===== config.mk =====
export PLATFORM = sky130hd
export DESIGN_NAME = clk_enable_gen
export DESIGN_NICKNAME = d
export VERILOG_FILES = /design/src/rtl/clk_gen_pkg.sv /design/src/rtl/clk_div_chan.sv /design/src/rtl/clk_enable_gen.sv
export SDC_FILE = /design/constraint.sdc
export NUM_CORES = 1
export LEC_CHECK = 0
export ABC_AREA = 1
export ABC_CLOCK_PERIOD_IN_PS = 950
export BUFFER_PORTS_ARGS = -buffer_cell sky130_fd_sc_hd__buf_4
export CAP_MARGIN = 20
export CORE_ASPECT_RATIO = 0.7
export CORE_MARGIN = 3
export CORE_UTILIZATION = 54
export DETAILED_ROUTE_END_ITERATION = 10
export PLACE_DENSITY = 0.82
export SYNTH_ARGS = -nofsm -noshare
export SYNTH_HDL_FRONTEND = slang
export SYNTH_SLANG_ARGS = --single-unit
export TNS_END_PERCENT = 100

===== constraint.sdc =====
create_clock -name clk -period 0.95 [get_ports clk]
set_clock_uncertainty 0.15 [all_clocks]
set_input_delay 0.0475 -clock clk [delete_from_list [all_inputs] [get_ports clk]]
set_output_delay 0.0475 -clock clk [all_outputs]
set_load 0.01 [all_outputs]

===== src/rtl/clk_gen_pkg.sv =====
// Shared types and elaboration helpers for the clock-enable generator:
// FSM state encoding, divisor legality check and lock-counter width.
package clk_gen_pkg;

  typedef enum logic [1:0] {
    IDLE,
    ALIGN,
    LOCKING,
    RUN
  } state_e;

  function automatic bit div_legal(input longint unsigned div, input int unsigned cnt_w);
    return (div != 0) && (div < (64'd1 << cnt_w));
  endfunction

  function automatic int unsigned lock_width(input int unsigned cycles);
    return $clog2(cycles + 1);
  endfunction

  localparam int unsigned LOCK_CYCLES_DEF = 16;
  localparam int unsigned LOCK_W_DEF      = lock_width(LOCK_CYCLES_DEF);

endpackage


===== src/rtl/clk_div_chan.sv =====
// One divided-clock channel: modulo-DIV counter with registered ce and
// clk_out decoded from the next counter value.
module clk_div_chan
  import clk_gen_pkg::*;
#(
  parameter int unsigned     CNT_W = 8,
  parameter longint unsigned DIV   = 2
) (
  input  logic clk,
  input  logic rst,
  input  logic run,
  input  logic clear,
  output logic ce,
  output logic clk_out
);

  if (!div_legal(DIV, CNT_W)) begin : g_bad_div
    $error("clk_div_chan: divisor %0d is illegal for CNT_W=%0d", DIV, CNT_W);
  end

  localparam logic [CNT_W-1:0] LAST = CNT_W'(DIV - 1);
  localparam logic [CNT_W-1:0] HALF = CNT_W'(DIV / 2);

  logic [CNT_W-1:0] cnt_q, cnt_d;
  logic             ce_q, ce_d;
  logic             clk_out_q, clk_out_d;
  logic             clk_hi;

  always_comb begin
    cnt_d = '0;
    if (run && !clear && (cnt_q != LAST)) begin
      cnt_d = cnt_q + CNT_W'(1);
    end
  end

  // DIV=1 has no high phase; avoid a constant "< 0" compare.
  if (DIV >= 2) begin : g_hi
    assign clk_hi = (cnt_d < HALF);
  end else begin : g_lo
    assign clk_hi = 1'b0;
  end

  always_comb begin
    ce_d      = run && (cnt_d == LAST);
    clk_out_d = run && clk_hi;
  end

  always_ff @(posedge clk or posedge rst) begin
    if (rst) begin
      cnt_q     <= '0;
      ce_q      <= 1'b0;
      clk_out_q <= 1'b0;
    end else begin
      cnt_q     <= cnt_d;
      ce_q      <= ce_d;
      clk_out_q <= clk_out_d;
    end
  end

  assign ce      = ce_q;
  assign clk_out = clk_out_q;

endmodule


===== src/rtl/clk_enable_gen.sv =====
// Multi-channel clock-enable generator: reset synchroniser, align/lock FSM
// and lock counter driving NUM_CH independent divider channels.
module clk_enable_gen
  import clk_gen_pkg::*;
#(
  parameter int unsigned               NUM_CH      = 2,
  parameter int unsigned               CNT_W       = 8,
  parameter logic [NUM_CH*CNT_W-1:0]   DIV_LIST    = {8'd4, 8'd2},
  parameter int unsigned               LOCK_CYCLES = 16
) (
  input  logic              clk,
  input  logic              RESET,
  input  logic              en,
  input  logic              resync,
  output logic [NUM_CH-1:0] ce,
  output logic [NUM_CH-1:0] clk_out,
  output logic              LOCKED
);

  if ((NUM_CH < 1) || (NUM_CH > 8)) begin : g_bad_num_ch
    $error("clk_enable_gen: NUM_CH=%0d out of range 1..8", NUM_CH);
  end
  if ((LOCK_CYCLES < 1) || (LOCK_CYCLES > 65535)) begin : g_bad_lock
    $error("clk_enable_gen: LOCK_CYCLES=%0d out of range 1..65535", LOCK_CYCLES);
  end

  localparam int unsigned       LOCK_W   = lock_width(LOCK_CYCLES);
  localparam logic [LOCK_W-1:0] LOCK_MAX = LOCK_W'(LOCK_CYCLES);

  // Assertion is immediate through the async set; release takes two edges.
  logic [1:0] rst_sync_q, rst_sync_d;
  logic       rst_int;

  always_comb begin
    rst_sync_d = {rst_sync_q[0], 1'b0};
  end

  always_ff @(posedge clk or posedge RESET) begin
    if (RESET) begin
      rst_sync_q <= '1;
    end else begin
      rst_sync_q <= rst_sync_d;
    end
  end

  assign rst_int = rst_sync_q[1];

  state_e            state_q, state_d;
  logic [LOCK_W-1:0] lock_q, lock_d;
  logic              locked_q, locked_d;
  logic              chan_run;
  logic              chan_clr;

  always_comb begin
    state_d  = state_q;
    lock_d   = lock_q;
    chan_clr = 1'b0;
    case (state_q)
      IDLE: begin
        lock_d = '0;
        if (en) state_d = ALIGN;
      end
      ALIGN: begin
        lock_d   = '0;
        chan_clr = 1'b1;
        state_d  = LOCKING;
      end
      LOCKING: begin
        if (resync) begin
          lock_d   = '0;
          chan_clr = 1'b1;
        end else begin
          if (lock_q != LOCK_MAX) lock_d = lock_q + LOCK_W'(1);
          if (lock_d == LOCK_MAX) state_d = RUN;
        end
      end
      RUN: begin
        chan_clr = resync;
      end
      default: state_d = IDLE;
    endcase
    // Dropping en overrides everything, including a same-cycle resync.
    if (!en) begin
      state_d = IDLE;
      lock_d  = '0;
    end
    chan_run = (state_d == LOCKING) || (state_d == RUN);
    locked_d = (state_d == RUN);
  end

  always_ff @(posedge clk or posedge rst_int) begin
    if (rst_int) begin
      state_q  <= IDLE;
      lock_q   <= '0;
      locked_q <= 1'b0;
    end else begin
      state_q  <= state_d;
      lock_q   <= lock_d;
      locked_q <= locked_d;
    end
  end

  assign LOCKED = locked_q;

  for (genvar i = 0; i < NUM_CH; i++) begin : g_chan
    clk_div_chan #(
      .CNT_W (CNT_W),
      .DIV   (64'(DIV_LIST[i*CNT_W +: CNT_W]))
    ) u_chan (
      .clk     (clk),
      .rst     (rst_int),
      .run     (chan_run),
      .clear   (chan_clr),
      .ce      (ce[i]),
      .clk_out (clk_out[i])
    );
  end

endmodule


==> results of run 1 <==
## sequential cells by signal, summed over array words and instances, names as in the netlist
signal	count
g_chan.u_chan.cnt_q	16
lock_q	5
g_chan.u_chan.ce	2
g_chan.u_chan.clk_out	2
rst_sync_q	2
state_q	2
LOCKED	1
## cell type report
| type | instances | area, µm² |
|---|---|---|
| Multi-Input combinational cell | 156 | 1080 |
| Sequential cell | 30 | 759 |
| Timing Repair Buffer | 66 | 603 |
| Inverter | 39 | 158 |
| Fill cell | 74 | 129 |
| Clock buffer | 7 | 86.3 |
| Tap cell | 36 | 45.0 |
| Clock inverter | 1 | 5.00 |
## placed cells by master, fill, tap and decap left out, types with 3 or more instances in the layout
| master | Yosys | routed |
|---|---|---|
| nand2_1 | 63 | 46 |
| buf_4 | 4 | 44 |
| inv_1 | 36 | 28 |
| dfrtp_1 | 28 | 23 |
| nor2_1 | 42 | 21 |
| buf_6 | 1 | 18 |
| nand3_1 | 21 | 16 |
| nor2_4 | 1 | 14 |
| nand2_2 | 2 | 13 |
| inv_2 | 3 | 9 |
| nor2_2 | 1 | 9 |
| clkbuf_8 | 0 | 6 |
| nand2_4 | 1 | 5 |
| dfrtp_2 | 0 | 5 |
| nand3_2 | 0 | 4 |
| ha_4 | 0 | 4 |
| o21ai_1 | 1 | 3 |
| nand4_1 | 3 | 3 |
| buf_12 | 0 | 3 |
## how the worst max path moves through the flow
| stage | startpoint | end |
|---|---|---|
| finish | g_chan[0].u_chan.cnt_q[1]$_DFF_PP0_ | g_chan[0].u_chan.ce$_DFF_PP0_ |
| global route | g_chan[0].u_chan.cnt_q[1]$_DFF_PP0_ | g_chan[0].u_chan.ce$_DFF_PP0_ |
| CTS | g_chan[0].u_chan.cnt_q[0]$_DFF_PP0_ | g_chan[0].u_chan.clk_out$_DFF_PP0_ |
| detailed placement | g_chan[0].u_chan.cnt_q[1]$_DFF_PP0_ | g_chan[0].u_chan.clk_out$_DFF_PP0_ |
| global placement | g_chan[1].u_chan.cnt_q[1]$_DFF_PP0_ | g_chan[1].u_chan.clk_out$_DFF_PP0_ |
| floorplan | g_chan[0].u_chan.cnt_q[0]$_DFF_PP0_ | g_chan[0].u_chan.clk_out$_DFF_PP0_ |
## logic make-up after synthesis
kind of cell / share of synthesized area, %
AO/OA/AOI/OAI: 3.31
XOR/XNOR: 1.05
adder cells (fa/ha/maj): 3.76
buffers and inverters: 11.3
AND/OR/NAND/NOR: 35.1
other: 0.226
flip-flops: 45.3
## metrics by stage
step | setup slack, ns | util (%) | TNS [ns] | power, mW | cells
CTS | -0.651 | 84.6 | -13.10 | 2.69 | 329
finish | -0.878 | 95.5 | -16.58 | 2.89 | 335
global route | -0.880 | 95.5 | -17.77 | 2.97 | 335
global placement | -0.603 | 74.7 | -11.28 | 1.59 | 312
detailed placement | -0.676 | 74.7 | -12.65 | 1.59 | 312
floorplan | -0.502 | - | -8.70 | 1.49 | 230
## critical path: cells and delay by family (launching register included)
kind          cells  cell delay, ns
simple gates      8            0.89
flops             1            0.41
fa+ha+maj         1            0.16
buf+inv           1            0.11
## metal layers
metal	up-vias	track usage [%]
met3	104	9.20
met2	236	53.8
met5	-	0
met1	995	34.7
li1	827	-
met4	0	13.8
## timing repair
| item | in CTS | in global routing |
|---|---|---|
| endpoints found under the hold margin | 10 | 2 |
| setup endpoints to repair | 33 | 33 |
| resized for setup | 35 | 69 |
| pin swaps | 20 | 40 |
| setup buffers | 8 | 9 |
## power by group through the flow
stage | Combinational, mW | Sequential [mW] | Clock (mW)
after floorplan | 0.128 | 1.36 | 0
after global placement | 0.229 | 1.36 | 0
after detailed placement | 0.237 | 1.36 | 0
after CTS | 0.293 | 1.34 | 1.05
after global routing | 0.412 | 1.35 | 1.20
final | 0.399 | 1.35 | 1.14
==> summary.txt, run 1 <==
Status
  – Run status: finished with violations
  – Failing checks: negative hold slack, negative setup slack

Finish
  – Finished Cell Area: approximately 2700 µm²
  – Antenna cells: 0
  – Area delta synth->final: 64.4%
  – Final #Nets: just over 300
  – Share of cells above drive strength 1: about half

Hold path
  – Hold wc startpoint: resync
  – Hold path depth: 4
  – Hold WC Path Type: input port to flop
  – WHS Endpoint: state_q[0]$_DFF_PP0_

GRT
  – Largest net degree at the start of global routing: 23
  – Vias in the first global route: ~1800
  – First-pass GRT wire length: between 8 and 9 mm
  – Overall routing resource usage: between 30% and 40%
  – Gr ovfl total: 0
  – Initial antenna violation count: 0

Routing
  – Final wirelength: 7.66 mm
  – DR WL met2: ~3.4 mm
  – DR top layer: met4
  – Routed vias: 2162
  – DRT iter0 DRCs: 242
  – DRC: 0
  – WL/cell: 22.9 µm
  – Wl on met1: 2.68 mm
  – Vias per cell: about 6.5
  – Post-route ant nets: 0
  – Metal3 WL: 864 µm
  – Iteration count of the initial detailed-routing pass: 5

Pwr
  – Comb power frac: approximately 14%
  – Pwr dens: ~1100 nW/µm²
  – Pint: about 2.1 mW
  – Reg power frac: between 40 and 50%
  – Switching Share: between 20 and 30%
  – Clock share of power: roughly 40%
  – VDD IR max: between 1 and 1.5 mV
  – Sw power: approximately 810 µW
  – LEAKAGE: 1.28 nW

Timing
  – RSZ-0062 raised after global routing: yes
  – Final Setup Violations: 33
  – Final period util: 192%
  – Fin. Hold Viols: 2
  – Final min period: ~1.8 ns
  – Slew Viols, Final: 0
  – Hold Slack: -0.0233 ns
  – Worst Slack Setup Final: -0.878 ns
  – Max Freq: 547 MHz

Synth
  – Ys Warns: 0
  – Synth area leaders: dfrtp_1, nand2_1, nor2_1
  – Synth cell types: 25
  – Commonest cells post-synth: nand2_1, nor2_1, inv_1
  – Register area share after synthesis: roughly 45%
  – Post-synth EDFFs: 0
  – Cell Area, Synth: 1660 µm²
  – Area leader, netlist: dfrtp_1
  – Synth Net Count: around 240
  – Synth Instances: 230
  – Top-count cell post-synth: nand2_1
  – Most used flip-flop cell after synthesis: dfrtp_1
  – Avg Inst Size Synth: just over 7 µm²
  – Post-synth top area share: between 40% and 50%
  – Flops & latches, synth: 30
  – Synth async-reset ratio: between 90% and 100%

Clocking
  – TritonCTS Buffers: 5
  – Clk_lat worst skew: around 0.30 ns
  – Root Driver: clkbuf_8
  – Clock slew at reported path FFs: ~0.07 ns
  – Hold buffer count at cts: 1
  – Clock Path Buffers: 2
  – H-tree depth: 2
  – # clock sinks: 30
  – TritonCTS clock tree: done

Floorplan
  – Initial core utilization: 58.1%
  – Full die area: 3790 µm²
  – Die Y: between 50 and 60 µm
  – Core outline area: 2860 µm²
  – Die X: 72.3 µm
  – Ports: 9
  – Rows: 16

Worst setup path
  – CP max stage delay: slightly above 0.4 ns
  – WP data required: 1.01 ns
  – Crit. End Element: flop
  – Worst setup SP type: flop
  – CP max stage cell: dfrtp_1
  – Setup Crit Path Kind: flop to flop
  – Worst R2R Start: g_chan[0].u_chan.cnt_q[1]$_DFF_PP0_
  – CP arrival: about 1.9 ns
  – CP max FO: 6
  – Critical-path cell list: inv_2, ha_4, nand2_2, nor2_2, nand2_2, nand2_8, nor2_4, nor2_1, nand2_1, nor2_1
  – Flop2flop setup slack: -0.88 ns
  – Worst reg-to-reg path cell count: 10
  – FF-to-FF End: g_chan[0].u_chan.ce$_DFF_PP0_

Placement
  – Final estimated routing congestion in global placement: approximately 0.86
  – Port bufs: 8
  – Hpwl dp: roughly 2.9 mm
  – DP Area: 2140 µm²

Flow run
  – Max-cap violations: 0
(Power assumes the default switching activity.)
==> run 2: changes to the inputs <==
- CELL_PAD_IN_SITES_DETAIL_PLACEMENT: default -> 1
- CELL_PAD_IN_SITES_GLOBAL_PLACEMENT: default -> 1
- CORE_UTILIZATION: 54 -> 30
- PLACE_DENSITY: 0.82 -> 0.66
==> summary.txt, run 2 (synthesized netlist as in run 1, its figures left out) <==
Finish
  – Final #Nets: 309
  – Most common cell after layout, fill and taps aside: buf_4
  – Commonest cells after routing, fill and taps aside: buf_4, nand2_1, inv_1
  – Sequential Area: approximately 760 µm²
  – Top reg by flops: g_chan.u_chan.cnt_q
  – Number of flip-flops under the largest register name: 16
  – Top Registers: g_chan.u_chan.cnt_q (16), lock_q (5)
  – Core Util, Final: 52.0%
  – Fill count: about 660
  – Multi-input gate area in the final layout: about 1100 µm²
  – Area delta synth->final: 65.3%
  – Antenna cells: 0
  – Share of cells above drive strength 1: 52.5%

Floorplan
  – Initial core utilization: between 30% and 40%
  – Die Y: ~68 µm
  – Die X: between 90 and 100 µm
  – Full die area: between 6000 and 7000 µm²
  – Ports: 9
  – Rows: 22
  – Core outline area: approximately 5300 µm²

Worst setup path
  – CP dominant cell by count: nand2_1
  – WP buf/inv: 3
  – Critical-path cell list: buf_4, inv_2, nor2_4, nand2_1, nand2_1, inv_1, o21ai_4, nand3_1, nor2_1
  – CP max stage cell: dfrtp_2
  – Setup Crit Path Kind: flop to flop
  – CP max stage delay: approximately 0.42 ns
  – Crit. End Element: flop
  – WP data required: just over 1 ns
  – Worst setup SP type: flop
  – CP max FO: 4
  – CP top delay family: simple AND/OR/NAND/NOR gates
  – CP arrival: 1.67 ns

Timing
  – Max Freq: a little over 600 MHz
  – Fin. Hold Viols: 2
  – Final min period: 1.61 ns
  – Final Setup Violations: 33
  – Slew Viols, Final: 0
  – RSZ-0062 raised after global routing: yes
  – Fin Setup TNS: -13.14 ns
  – Hold Slack: -0.0327 ns
  – Final period util: 169%
  – Worst Slack Setup Final: -0.659 ns

Pwr
  – VDD IR max: around 0.8 mV
  – LEAKAGE: roughly 1.3 nW
  – Overall Power: approximately 2.8 mW
  – Pwr dens: between 1000 and 1500 nW/µm²

Routing
  – Post-route ant nets: 0
  – Final wirelength: approximately 5.5 mm
  – DRT iter0 DRCs: 33
  – WL/cell: ~15 µm
  – DRC: 0
  – Vias per cell: 4.56
  – Iteration count of the initial detailed-routing pass: 4
  – Routed vias: about 1700

Placement
  – Final estimated routing congestion in global placement: 0.767
  – Pre-CTS setup slack: -0.660 ns
  – Port bufs: 8
  – Hpwl dp: around 3.5 mm

Clocking
  – TritonCTS Buffers: 5
  – # clock sinks: 30
  – Root Driver: clkbuf_8
  – Clock Path Buffers: 2
  – Hold buffer count at cts: 1
  – H-tree depth: 2
  – Clock slew at reported path FFs: around 0.060 ns
  – Clk_lat worst skew: 0.28 ns
  – TritonCTS clock tree: done

GRT
  – Initial antenna violation count: 0
  – First-pass GRT wire length: between 7 and 8 mm
  – Overall routing resource usage: 16.0%
  – Vias in the first global route: ~1700
  – Largest net degree at the start of global routing: 18
  – Gr ovfl total: 0

Status
  – Failing checks: negative hold slack, negative setup slack
  – Run status: finished with violations

Hold path
  – Hold WC Path Type: input port to flop

Flow run
  – Max-cap violations: 0
## run 2: cell types whose count changed in the layout (fill, tap and decap cells not counted), moves of 2 or more
cell / before / now
buf_6: 18 / 15
dfrtp_1: 23 / 25
inv_1: 28 / 26
dfrtp_2: 5 / 3
buf_4: 44 / 50
buf_12: 3 / 1
nand2_2: 13 / 16
## run 2: worst paths after layout
| kind | cells after the start | endpoint | from | slack [ns] |
|---|---|---|---|---|
| worst max-delay path | 9 | g_chan[1].u_chan.ce$_DFF_PP0_ | g_chan[1].u_chan.cnt_q[0]$_DFF_PP0_ | -0.66 |
| min in group asynchronous | 2 | lock_q[2]$_DFFE_PP0P_ | rst_sync_q[1]$_DFF_PP1_ | 0.13 |
| worst min register to register | 2 | lock_q[2]$_DFFE_PP0P_ | rst_sync_q[1]$_DFF_PP1_ | 0.13 |
| worst min-delay path | 4 | LOCKED$_DFF_PP0_ | resync | -0.03 |
| worst max register to register | 9 | g_chan[1].u_chan.ce$_DFF_PP0_ | g_chan[1].u_chan.cnt_q[0]$_DFF_PP0_ | -0.66 |
| max in group asynchronous | 2 | g_chan[1].u_chan.cnt_q[2]$_DFF_PP0_ | rst_sync_q[1]$_DFF_PP1_ | 0.27 |
## run 2: tightest hold or removal path: stages
cell      delay, ns
buf_4          0.11
nor2_1         0.06
nand3_2        0.09
a21boi_2       0.06
## run 2: report_power, final
| group | switching (mW) | total [mW] | leakage (nW) | internal [mW] |
|---|---|---|---|---|
| clock | 0.473 | 1.06 | 0.0482 | 0.583 |
| combinational | 0.181 | 0.357 | 0.803 | 0.176 |
| sequential | 0.0366 | 1.35 | 0.403 | 1.31 |
## run 2: cell type report
class,instances,share of cell area (%)
inverter,39,5.74
clock inverter,1,0.182
sequential,30,27.5
clock buffer,7,3.14
multi-input combinational,157,39.2
timing repair buffer,67,20.9
tap,72,3.28
## run 2: what timing repair did
action,CTS,global route
resized for setup,38,60
gates cloned,1,0
hold endpoints to repair,5,2
setup endpoints to repair,33,33
pin swaps,14,25
setup buffers,6,7
## run 2: per-stage QoR
step | instance area, µm² | hold slack [ns] | instances
after global placement | 2180 | -0.0640 | 351
after detailed placement | 2180 | -0.0591 | 351
after floorplan | 1730 | -0.191 | 230
after global routing | 2750 | -0.0264 | 373
after CTS | 2460 | -0.0268 | 367
final | 2750 | -0.0327 | 373
## run 2: layer usage
layer | part of all wire, % | global-route usage (%) | up-vias | wire length [µm]
met4 | 1.8 | 4.32 | 0 | 101
met3 | 2.9 | 3.74 | 11 | 163
li1 | - | - | 840 | -
met1 | 45 | 21.1 | 833 | 2470
met5 | 0 | 0 | - | 0
met2 | 51 | 26.4 | 18 | 2790
==> run 3: changes to the inputs <==
--- a/config.mk
+++ b/config.mk
@@ -17,3 +17,3 @@
 export DETAILED_ROUTE_END_ITERATION = 10
-export PLACE_DENSITY = 0.66
+export PLACE_DENSITY_LB_ADDON = 0.1
 export SYNTH_ARGS = -nofsm -noshare
==> constraint.sdc (replaced) <==
create_clock -name clk -period 0.95 [get_ports clk]
set_clock_uncertainty 0.15 [all_clocks]
set_input_delay 0.19 -clock clk [delete_from_list [all_inputs] [get_ports clk]]
set_output_delay 0.19 -clock clk [all_outputs]
set_load 0.01 [all_outputs]
==> summary.txt, run 3 (synthesized netlist as in run 1, its figures left out) <==
Worst setup path
  – CP max FO: 3
  – Worst reg-to-reg path cell count: 7
  – Critical-path cell list: inv_2, ha_4, nor3b_2, nand2_2, nor2_2, nand3_2, a21oi_2
  – CP startpoint: lock_q[1]$_DFFE_PP0P_
  – CP max stage delay: 0.41 ns
  – Crit. End Element: flop
  – FF-to-FF End: state_q[0]$_DFF_PP0_
  – Flop2flop setup slack: -0.62 ns
  – CP max stage cell: dfrtp_1
  – WP data required: between 1 and 1.5 ns
  – Worst setup SP type: flop
  – Setup Crit Path Kind: flop to flop
  – CP arrival: 1.63 ns
  – Worst R2R Start: lock_q[1]$_DFFE_PP0P_
  – CP endpoint: state_q[0]$_DFF_PP0_

Floorplan
  – Rows: 22
  – Initial core utilization: 31.5%
  – Die Y: between 60 and 70 µm
  – Full die area: about 6500 µm²
  – Die X: about 95 µm
  – Ports: 9
  – Core outline area: between 5000 and 6000 µm²

Clocking
  – # clock sinks: 30
  – H-tree depth: 2
  – Clock Path Buffers: 2
  – Root Driver: clkbuf_8
  – TritonCTS clock tree: done
  – Clock slew at reported path FFs: ~0.060 ns
  – Clk_lat worst skew: about 0.29 ns
  – TritonCTS Buffers: 5

Routing
  – WL/cell: roughly 14 µm
  – Vias per cell: 4.40
  – Routed vias: between 1500 and 2000
  – Wl on met1: around 2.6 mm
  – Metal3 WL: approximately 150 µm
  – Iteration count of the initial detailed-routing pass: 4
  – DRC: 0
  – DR top layer: met4
  – Post-route ant nets: 0
  – Final wirelength: about 5.3 mm
  – DRT iter0 DRCs: 69
  – DR WL met2: 2.51 mm

Pwr
  – Clock share of power: between 30% and 40%
  – Sw power: between 700 and 800 µW
  – Reg power frac: about 50%
  – Comb power frac: between 10 and 15%
  – Pwr dens: around 960 nW/µm²
  – Overall Power: 2.70 mW
  – VDD IR max: 0.836 mV
  – Pint: about 2.0 mW
  – LEAKAGE: 1.30 nW
  – Switching Share: between 20% and 30%

Finish
  – Number of flip-flops under the largest register name: 16
  – Most common cell after layout, fill and taps aside: buf_4
  – Core Util, Final: between 50% and 60%
  – Commonest cells after routing, fill and taps aside: buf_4, nand2_1, inv_1
  – Top Registers: g_chan.u_chan.cnt_q (16), lock_q (5)
  – Fill count: 644
  – Top reg by flops: g_chan.u_chan.cnt_q
  – Antenna cells: 0
  – Sequential Area: between 700 and 800 µm²
  – Area delta synth->final: 69.3%
  – Share of cells above drive strength 1: 59.3%
  – Post-Layout Cell Count: around 380
  – Multi-input gate area in the final layout: 1110 µm²
  – Final #Nets: ~310

Timing
  – Slew Viols, Final: 0
  – Final Setup Violations: 33
  – Fin. Hold Viols: 0
  – Final period util: 165%
  – RSZ-0062 raised after global routing: yes
  – Worst Slack Setup Final: -0.620 ns
  – Final min period: 1.57 ns
  – Max Freq: ~640 MHz

Placement
  – Placed cells: ~360
  – Final estimated routing congestion in global placement: 0.712
  – Port bufs: 8
  – Hpwl dp: 3.51 mm

GRT
  – First-pass GRT wire length: 8.25 mm
  – Vias in the first global route: around 1700
  – Initial antenna violation count: 0
  – Gr ovfl total: 0
  – Overall routing resource usage: between 10% and 20%
  – Largest net degree at the start of global routing: 29

Status
  – Run status: finished with violations
  – Failing checks: negative setup slack

Hold path
  – Hold WC Path Type: input port to flop

Flow run
  – Max-cap violations: 0
[run 3: critical path: cells and delay by family, from the launching register on]
family | cells | cell delay [ns]
buffers and inverters | 1 | 0.09
DFF | 1 | 0.41
and+or+nand+nor | 4 | 0.49
adders and majority gates | 1 | 0.21
AOI/OAI and AO/OA | 1 | 0.16
[run 3: area by class of cell]
type                    instances  area share (%)
repair buffers                 72            22.0
well taps                      72            3.20
multi-input cells             156            39.4
clock buffers                   6            2.58
inverters                      39            5.42
flip-flops and latches         30            27.0
clock inverters                 2           0.356
[run 3: repair_timing]
item,4_1_cts,5_1_grt
pin swaps,14,36
setup buffers,7,11
endpoints found under the setup margin,33,33
hold buffers,1,0
hold endpoints to repair,2,0
gates resized for setup,35,84
[run 3: through the flow]
stage | TNS, ns | hold WS, ns | area, µm² | setup WS (ns)
floorplan | -8.70 | -0.0485 | 1730 | -0.502
global placement | -12.18 | 0.0746 | 2220 | -0.726
detailed placement | -13.04 | 0.0776 | 2220 | -0.759
CTS | -13.18 | 0.102 | 2480 | -0.609
global route | -14.70 | 0.133 | 2820 | -0.724
finish | -12.56 | 0.117 | 2820 | -0.620
[run 3: worst min path at each step]
stage,start,to,slack [ns],cells past startpoint
floorplan,RESET,rst_sync_q[0]$_DFF_PP1_,-0.05,1
global placement,RESET,rst_sync_q[0]$_DFF_PP1_,0.07,2
detailed placement,RESET,rst_sync_q[0]$_DFF_PP1_,0.08,2
CTS,resync,g_chan[0].u_chan.cnt_q[0]$_DFF_PP0_,0.10,4
global route,resync,state_q[0]$_DFF_PP0_,0.13,4
finish,resync,state_q[0]$_DFF_PP0_,0.12,4
[run 3: per-layer routing]
layer / vias up / global-route usage (%)
li1: 847 / -
met5: - / 0
met1: 783 / 24.2
met3: 9 / 3.96
met2: 18 / 26.3
met4: 0 / 5.04
[run 3: power by group through the flow]
stage	Sequential, mW	Clock [mW]	Combinational (mW)
final	1.34	1.02	0.340
after global routing	1.35	1.12	0.371
after CTS	1.34	1.06	0.296
after detailed placement	1.36	0	0.245
after global placement	1.36	0	0.242
after floorplan	1.36	0	0.128
